`src/rtl/tile_pkg.sv`:
```
// rtl/tile_pkg.sv - shared tile geometry, entry layout, clear FSM states and rotation helper
package tile_pkg;

    localparam int TILE_W    = 8;
    localparam int GRID_COLS = 32;
    localparam int GRID_ROWS = 30;

    typedef enum logic [1:0] {
        ROT_0,
        ROT_90,
        ROT_180,
        ROT_270
    } rot_e;

    typedef struct packed {
        rot_e       rotation;
        logic [1:0] tile_type;
    } tile_entry_t;

    typedef enum logic {
        CLR_IDLE,
        CLR_CLEAR
    } clr_state_e;

    // Returns {xpos, ypos}; 7-v is the bitwise inverse in 3 bits.
    function automatic logic [5:0] rotate_xy(input rot_e r, input logic [2:0] fx, input logic [2:0] fy);
        case (r)
            ROT_0:   return {fx, fy};
            ROT_90:  return {fy, ~fx};
            ROT_180: return {~fx, ~fy};
            ROT_270: return {~fy, fx};
            default: return {fx, fy};
        endcase
    endfunction

endpackage

```
`src/rtl/tile_ram.sv`:
```
// rtl/tile_ram.sv - single write port, single read port synchronous read-first tile RAM
module tile_ram #(
    parameter int ADDR_W = 10,
    parameter int DATA_W = 4
) (
    input  logic              clk,
    input  logic              we,
    input  logic [ADDR_W-1:0] waddr,
    input  logic [DATA_W-1:0] wdata,
    input  logic [ADDR_W-1:0] raddr,
    output logic [DATA_W-1:0] rdata
);

    logic [DATA_W-1:0] mem [2**ADDR_W];

    // Read samples the array before this edge's write lands.
    always_ff @(posedge clk) begin
        if (we) begin
            mem[waddr] <= wdata;
        end
        rdata <= mem[raddr];
    end

endmodule

```
`src/rtl/tile_scanner.sv`:
```
// rtl/tile_scanner.sv - beam-driven tile RAM scanner feeding the glyph ROM; optional TILE_SCANNER_ROTATE_EN
module tile_scanner
    import tile_pkg::*;
#(
    parameter int H_ACTIVE = 256,
    parameter int V_ACTIVE = 240,
    parameter int ADDR_W   = 10
) (
    input  logic              clk,
    input  logic              reset,
    input  logic              display_on,
    input  logic [8:0]        hpos,
    input  logic [8:0]        vpos,
    input  logic              wr_en,
    input  logic [ADDR_W-1:0] wr_addr,
    input  logic [3:0]        wr_data,
    output logic              wr_ack,
    input  logic              clear_req,
    output logic              clear_busy,
    output logic [1:0]        tile_type,
    output logic [1:0]        rotation,
    output logic [2:0]        ypos,
    output logic [2:0]        xpos,
    input  logic              rom_bit,
    output logic              pixel,
    output logic              pixel_valid
);

    localparam int FINE_W = $clog2(TILE_W);
    localparam int COL_W  = $clog2(GRID_COLS);
    localparam int ROW_W  = $clog2(GRID_ROWS);

    clr_state_e        clr_state, clr_next;
    logic [ADDR_W-1:0] clr_cnt, cnt_next;
    logic              ram_we, ram_we_g, wr_commit;
    logic [ADDR_W-1:0] ram_waddr, ram_raddr;
    logic [3:0]        ram_wdata, ram_rdata;

    logic              vis, vis_d1, vis_d2;
    logic [FINE_W-1:0] fx_d1, fy_d1;
    tile_entry_t       entry;
    logic [2:0]        x_t, y_t;
    rot_e              rot_t;

    assign vis       = display_on && (hpos < 9'(H_ACTIVE)) && (vpos < 9'(V_ACTIVE));
    assign ram_raddr = ADDR_W'({vpos[FINE_W+ROW_W-1:FINE_W], hpos[FINE_W+COL_W-1:FINE_W]});
    assign clear_busy = (clr_state == CLR_CLEAR);

    // Clear engine owns the write port; CPU writes only land while idle.
    always_comb begin
        clr_next  = clr_state;
        cnt_next  = clr_cnt;
        ram_we    = 1'b0;
        ram_waddr = wr_addr;
        ram_wdata = wr_data;
        wr_commit = 1'b0;
        case (clr_state)
            CLR_IDLE: begin
                if (wr_en) begin
                    ram_we    = 1'b1;
                    wr_commit = 1'b1;
                end
                if (clear_req) begin
                    clr_next = CLR_CLEAR;
                    cnt_next = '0;
                end
            end
            CLR_CLEAR: begin
                ram_we    = 1'b1;
                ram_waddr = clr_cnt;
                ram_wdata = '0;
                if (clear_req) begin
                    cnt_next = '0;
                end else if (clr_cnt == '1) begin
                    clr_next = CLR_IDLE;
                    cnt_next = '0;
                end else begin
                    cnt_next = clr_cnt + 1'b1;
                end
            end
            default: clr_next = CLR_CLEAR;
        endcase
    end

    assign ram_we_g = ram_we && reset;

    tile_ram #(
        .ADDR_W (ADDR_W),
        .DATA_W (4)
    ) u_ram (
        .clk   (clk),
        .we    (ram_we_g),
        .waddr (ram_waddr),
        .wdata (ram_wdata),
        .raddr (ram_raddr),
        .rdata (ram_rdata)
    );

    assign entry = tile_entry_t'(ram_rdata);

`ifdef TILE_SCANNER_ROTATE_EN
    assign {x_t, y_t} = rotate_xy(entry.rotation, fx_d1, fy_d1);
    assign rot_t      = entry.rotation;
`else
    logic unused_rot;
    assign unused_rot = ^entry.rotation;
    assign x_t        = fx_d1;
    assign y_t        = fy_d1;
    assign rot_t      = ROT_0;
`endif

    always_ff @(posedge clk) begin
        fx_d1 <= hpos[FINE_W-1:0];
        fy_d1 <= vpos[FINE_W-1:0];
    end

    always_ff @(posedge clk) begin
        if (!reset) begin
            clr_state   <= CLR_CLEAR;
            clr_cnt     <= '0;
            wr_ack      <= 1'b0;
            vis_d1      <= 1'b0;
            vis_d2      <= 1'b0;
            tile_type   <= '0;
            rotation    <= '0;
            xpos        <= '0;
            ypos        <= '0;
            pixel       <= 1'b0;
            pixel_valid <= 1'b0;
        end else begin
            clr_state   <= clr_next;
            clr_cnt     <= cnt_next;
            wr_ack      <= wr_commit;
            vis_d1      <= vis;
            vis_d2      <= vis_d1;
            tile_type   <= entry.tile_type;
            rotation    <= rot_t;
            xpos        <= x_t;
            ypos        <= y_t;
            pixel       <= rom_bit && vis_d2;
            pixel_valid <= vis_d2;
        end
    end

endmodule

```
`config.mk`:
```
export PLATFORM = sky130hd
export DESIGN_NAME = tile_scanner
export DESIGN_NICKNAME = d
export VERILOG_FILES = /design/src/rtl/tile_pkg.sv /design/src/rtl/tile_ram.sv /design/src/rtl/tile_scanner.sv
export SDC_FILE = /design/constraint.sdc
export NUM_CORES = 2
export LEC_CHECK = 0
export ABC_AREA = 1
export ABC_CLOCK_PERIOD_IN_PS = 28100
export BUFFER_PORTS_ARGS = -buffer_cell sky130_fd_sc_hd__clkbuf_2
export CAP_MARGIN = 20
export CORE_MARGIN = 2
export CORE_UTILIZATION = 45
export DETAILED_ROUTE_END_ITERATION = 6
export SETUP_SLACK_MARGIN = 0.3
export SLEW_MARGIN = 20
export SYNTH_ARGS = -nofsm -noshare
export SYNTH_HDL_FRONTEND = slang
export SYNTH_HIERARCHICAL = 1
export SYNTH_SLANG_ARGS = --single-unit
```
`constraint.sdc`:
```
create_clock -name clk -period 28.1 [get_ports clk]
set_input_delay 1.405 -clock clk [delete_from_list [all_inputs] [get_ports clk]]
set_output_delay 1.405 -clock clk [all_outputs]
set_load 0.01 [all_outputs]
```
Word level (Yosys, flattened, before mapping) --
Memories as Yosys holds them, arrays and structs flattened. A register that Yosys moved wholly into a read port is not among the register bits. Index checks and enable logic that the tools add are counted.
Word-level totals: register bits after elaboration 30, bits in writable memories 4096, input port bits 38, output and inout port bits 14, memories 1
Operators by class: $add $sub $neg 1, order comparisons 2, eq/ne operators 2, multiplexer cells 14, bitwise logic cells 2, reduce and logical (&&, ||, !) cells 5
Memories:
- u_ram.mem | words 1024, bits a word 4, read ports 1, clocked after memory_dff 1, wr ports 1, RTL line tile_ram.sv:14 | logic [DATA_W-1:0] mem [2**ADDR_W];
Operators with widths (count):
- 2-to-1 mux 10 bit | 4
- one-hot mux 10 bit (2 select lines) | 1
- adder 10 x 1 -> 10 bit (second input constant) | 1
- equality test 10 bit (second input constant) | 1
- less-than comparator 9 x 8 -> 1 bit (second input constant) | 1
- less-than comparator 9 bit (second input constant) | 1
- 2-to-1 mux 1 bit | 6
- logical AND 1 bit | 4
- 2-to-1 mux 4 bit | 1
- one-hot mux 1 bit (2 select lines) | 2
- != test 2 bit (second input constant) | 1
- inverter 1 bit | 2
- OR reduction 2 bit | 1

Logic depth before layout (Yosys ltp) --
depth after elaboration 5, depth in mapped cells 17

By module --
The synthesis kept the hierarchy.
By module, submodules not included:
- tile_ram | times used 1, cells an instance 14579, area an instance 169253.6 µm²
- tile_scanner | times used 1, cells an instance 170, area an instance 1266.2 µm²

Worst setup path after synthesis --
Ideal clock, no wire load.
path type input-to-reg, from input port wr_data[0], to memory u_ram.mem[0][0], data pin, arrival time 25.149 ns, data required time 23.079 ns, slack -2.070 ns, stages 2, buffers on the path 0, cell sequence inv_1 nor2_1
Between the ends: word-level cells in the longest chain between the ends 1
Ends and longest elaborated chain:
- start: declaration | RTL line tile_scanner.sv:16 | input logic [3:0] wr_data,
- 2-to-1 mux 4 bit | RTL line tile_scanner.sv:57 | case (clr_state)
- net ram_wdata[0] | RTL line tile_scanner.sv:37 | logic [3:0] ram_wdata, ram_rdata;
- end: declaration | RTL line tile_ram.sv:14
The timed path passes the listed nets, and every way through them passes these cells.

==> flow_summary.json <==
{
  "synthCells": 8589,
  "syn_to_final_growth_pct": 6.002,
  "power_density_nw_per_um2": 65.16,
  "syn_avg_cell_area_um2": 10.59,
  "cpMostUsedCell": "nand3_1",
  "outcome": "completed",
  "yosys_warnings": 6,
  "crit_buf_inv": 5,
  "crit_required_ns": 28.88,
  "path_clk_slew_ns": 0.06,
  "start_util_pct": 45.15,
  "htreeDepth": 4,
  "skew_ns": 0.03979,
  "crit_path_max_incr_delay_ns": 0.73,
  "overflow": 0,
  "wl_per_cell_um": 23.51,
  "cts-buffers-inserted": 210,
  "cp-end-kind": "flip-flop",
  "min_period_ns": 5.529,
  "antenna_found_initial": 8,
  "cts.sinks": 2080,
  "rsz0062_at_grt": "no",
  "vias": 60760,
  "gp_congestion": 0.7814,
  "cp-start-kind": "input pin",
  "fill_cells": 18340,
  "cpLargestDelayFamily": "buffers and inverters",
  "drt_drc_violations_left": 0,
  "grt_pass1_vias": 59370,
  "hold_ws_ns": 0.4158,
  "hp-class": "flip-flop to flip-flop",
  "viasPerCell": 5.672,
  "nNetsFinal": 7903,
  "dieArea_um2": 205800,
  "grt_start_max_net_pins": 215,
  "place_area_um2": 90060,
  "coreArea_um2": 201500,
  "ant_nets": 0,
  "crit_type": "input pin to flip-flop",
  "clock_path_buffers": 3,
  "hold_buffers": 0,
  "setup_tns_ns": 0,
  "cp_slowest_cell": "buf_4",
  "final_cell_area_um2": 96440,
  "power_mw": 6.284,
  "io_pins": 52,
  "arrival_ns": 6.31,
  "post-cts-setup-buffers": 0,
  "dr.pass1.iters": 6,
  "wirelength_mm": 251.8,
  "worstPathCellList": "buf_8, buf_4, buf_4, buf_4, buf_4, nand2_1, nand3_1, nand3_1, nand3_1, nand3_1, nand3_1, nand3_1, nand3_1, nand3_1, nand2_1, nand2_1, nand2_1",
  "syn_area_um2": 90980,
  "drive_above_1_share_pct": 6.195,
  "path_max_fanout": 83,
  "fp.dieH_um": 453.6,
  "setup_viol": 0,
  "grt_usage_pct": 24.19,
  "leakagePower_nw": 33.03,
  "cts_tree": "built",
  "finalMaxSlewViolations": 0,
  "insertion_delay_ns": 0.84,
  "fp.dieW_um": 453.6,
  "layout_common_cells": "nand2_1 (2132), nand3_1 (2052), edfxtp_1 (2048), nor2_1 (1045), clkbuf_16 (211)",
  "hold_violations": 0,
  "post-route-period-util_pct": 19.67,
  "num_rows": 165,
  "grt_pass1_wl_mm": 368.9,
  "max_freq_ghz": 0.1809,
  "maxCapViolCount": 0,
  "final_common_cell": "nand2_1",
  "max-vdd-ir-drop_v": 0.00006475,
  "worstMarginPinSlew_ns": 1.250,
  "slew_headroom_pct": 16.65,
  "utilization_pct": 47.86,
  "cts.repair.resized": 0,
  "hpwl_mm": 122.0,
  "cts-root-buf": "clkbuf_16",
  "drt_iter0_markers": 7105,
  "port_buffers": 47
}
[state kept, by name (all words and copies together) (netlist names)]
signal and cells:
vis_d2 1, u_ram/mem 2048, u_ram/rdata 2, pixel 1
tile_type 2, fy_d1 3, clear_busy 1, xpos 3
wr_ack 1, clr_cnt 10, pixel_valid 1, vis_d1 1
ypos 3, fx_d1 3
[per-layer routing]
metal / track usage, % / share of wire (%) / up-vias
li1: - / - / 27720
met1: 32.88 / 41 / 30100
met2: 39.99 / 47 / 2509
met3: 3.285 / 8.2 / 428
met4: 8.311 / 3.4 / 0
met5: 0 / 0 / -
[final timing paths]
kind / start / endpoint / slack, ns / depth (start not counted)
max: hpos[3] / u_ram/rdata[0] / 22.57 / 17
min: fy_d1[1] / ypos[1] / 0.42 / 2
max reg2reg: clear_busy / u_ram/mem[76][1] / 23.10 / 5
min reg2reg: fy_d1[1] / ypos[1] / 0.42 / 2
[final cells by class]
class | instances | area, µm² | area share, %
clock inverter | 118 | 880.8 | 0.9134
clock buffer | 269 | 5498 | 5.701
tap | 2672 | 3343 | 3.467
sequential | 2080 | 62140 | 64.43
antenna | 1 | 2.502 | 0.002595
timing repair buffer | 160 | 1197 | 1.242
multi-input combinational | 5340 | 23060 | 23.91
inverter | 72 | 317.8 | 0.3295
[report_power, final]
group	internal (mW)	total (mW)	leakage (nW)	switching, mW
sequential	3.36	3.36	19.2	0.00145
combinational	0.0779	0.294	10.7	0.216
clock	1.45	2.63	3.13	1.18
[tightest hold or removal path, delay by kind of cell, from the launching register on]
kind	cells	cell delay (ns)
buffers and inverters	1	0.04
and+or+nand+nor	1	0.05
DFF	1	0.30
[metrics by stage]
| step | setup slack [ns] | cells |
|---|---|---|
| floorplan | 9.346 | 8590 |
| global route | 22.23 | 10710 |
| detailed placement | 21.80 | 10320 |
| global placement | 21.86 | 10320 |
| CTS | 22.69 | 10710 |
| finish | 22.57 | 10710 |
Note: power is estimated with default switching activity, not from simulation.
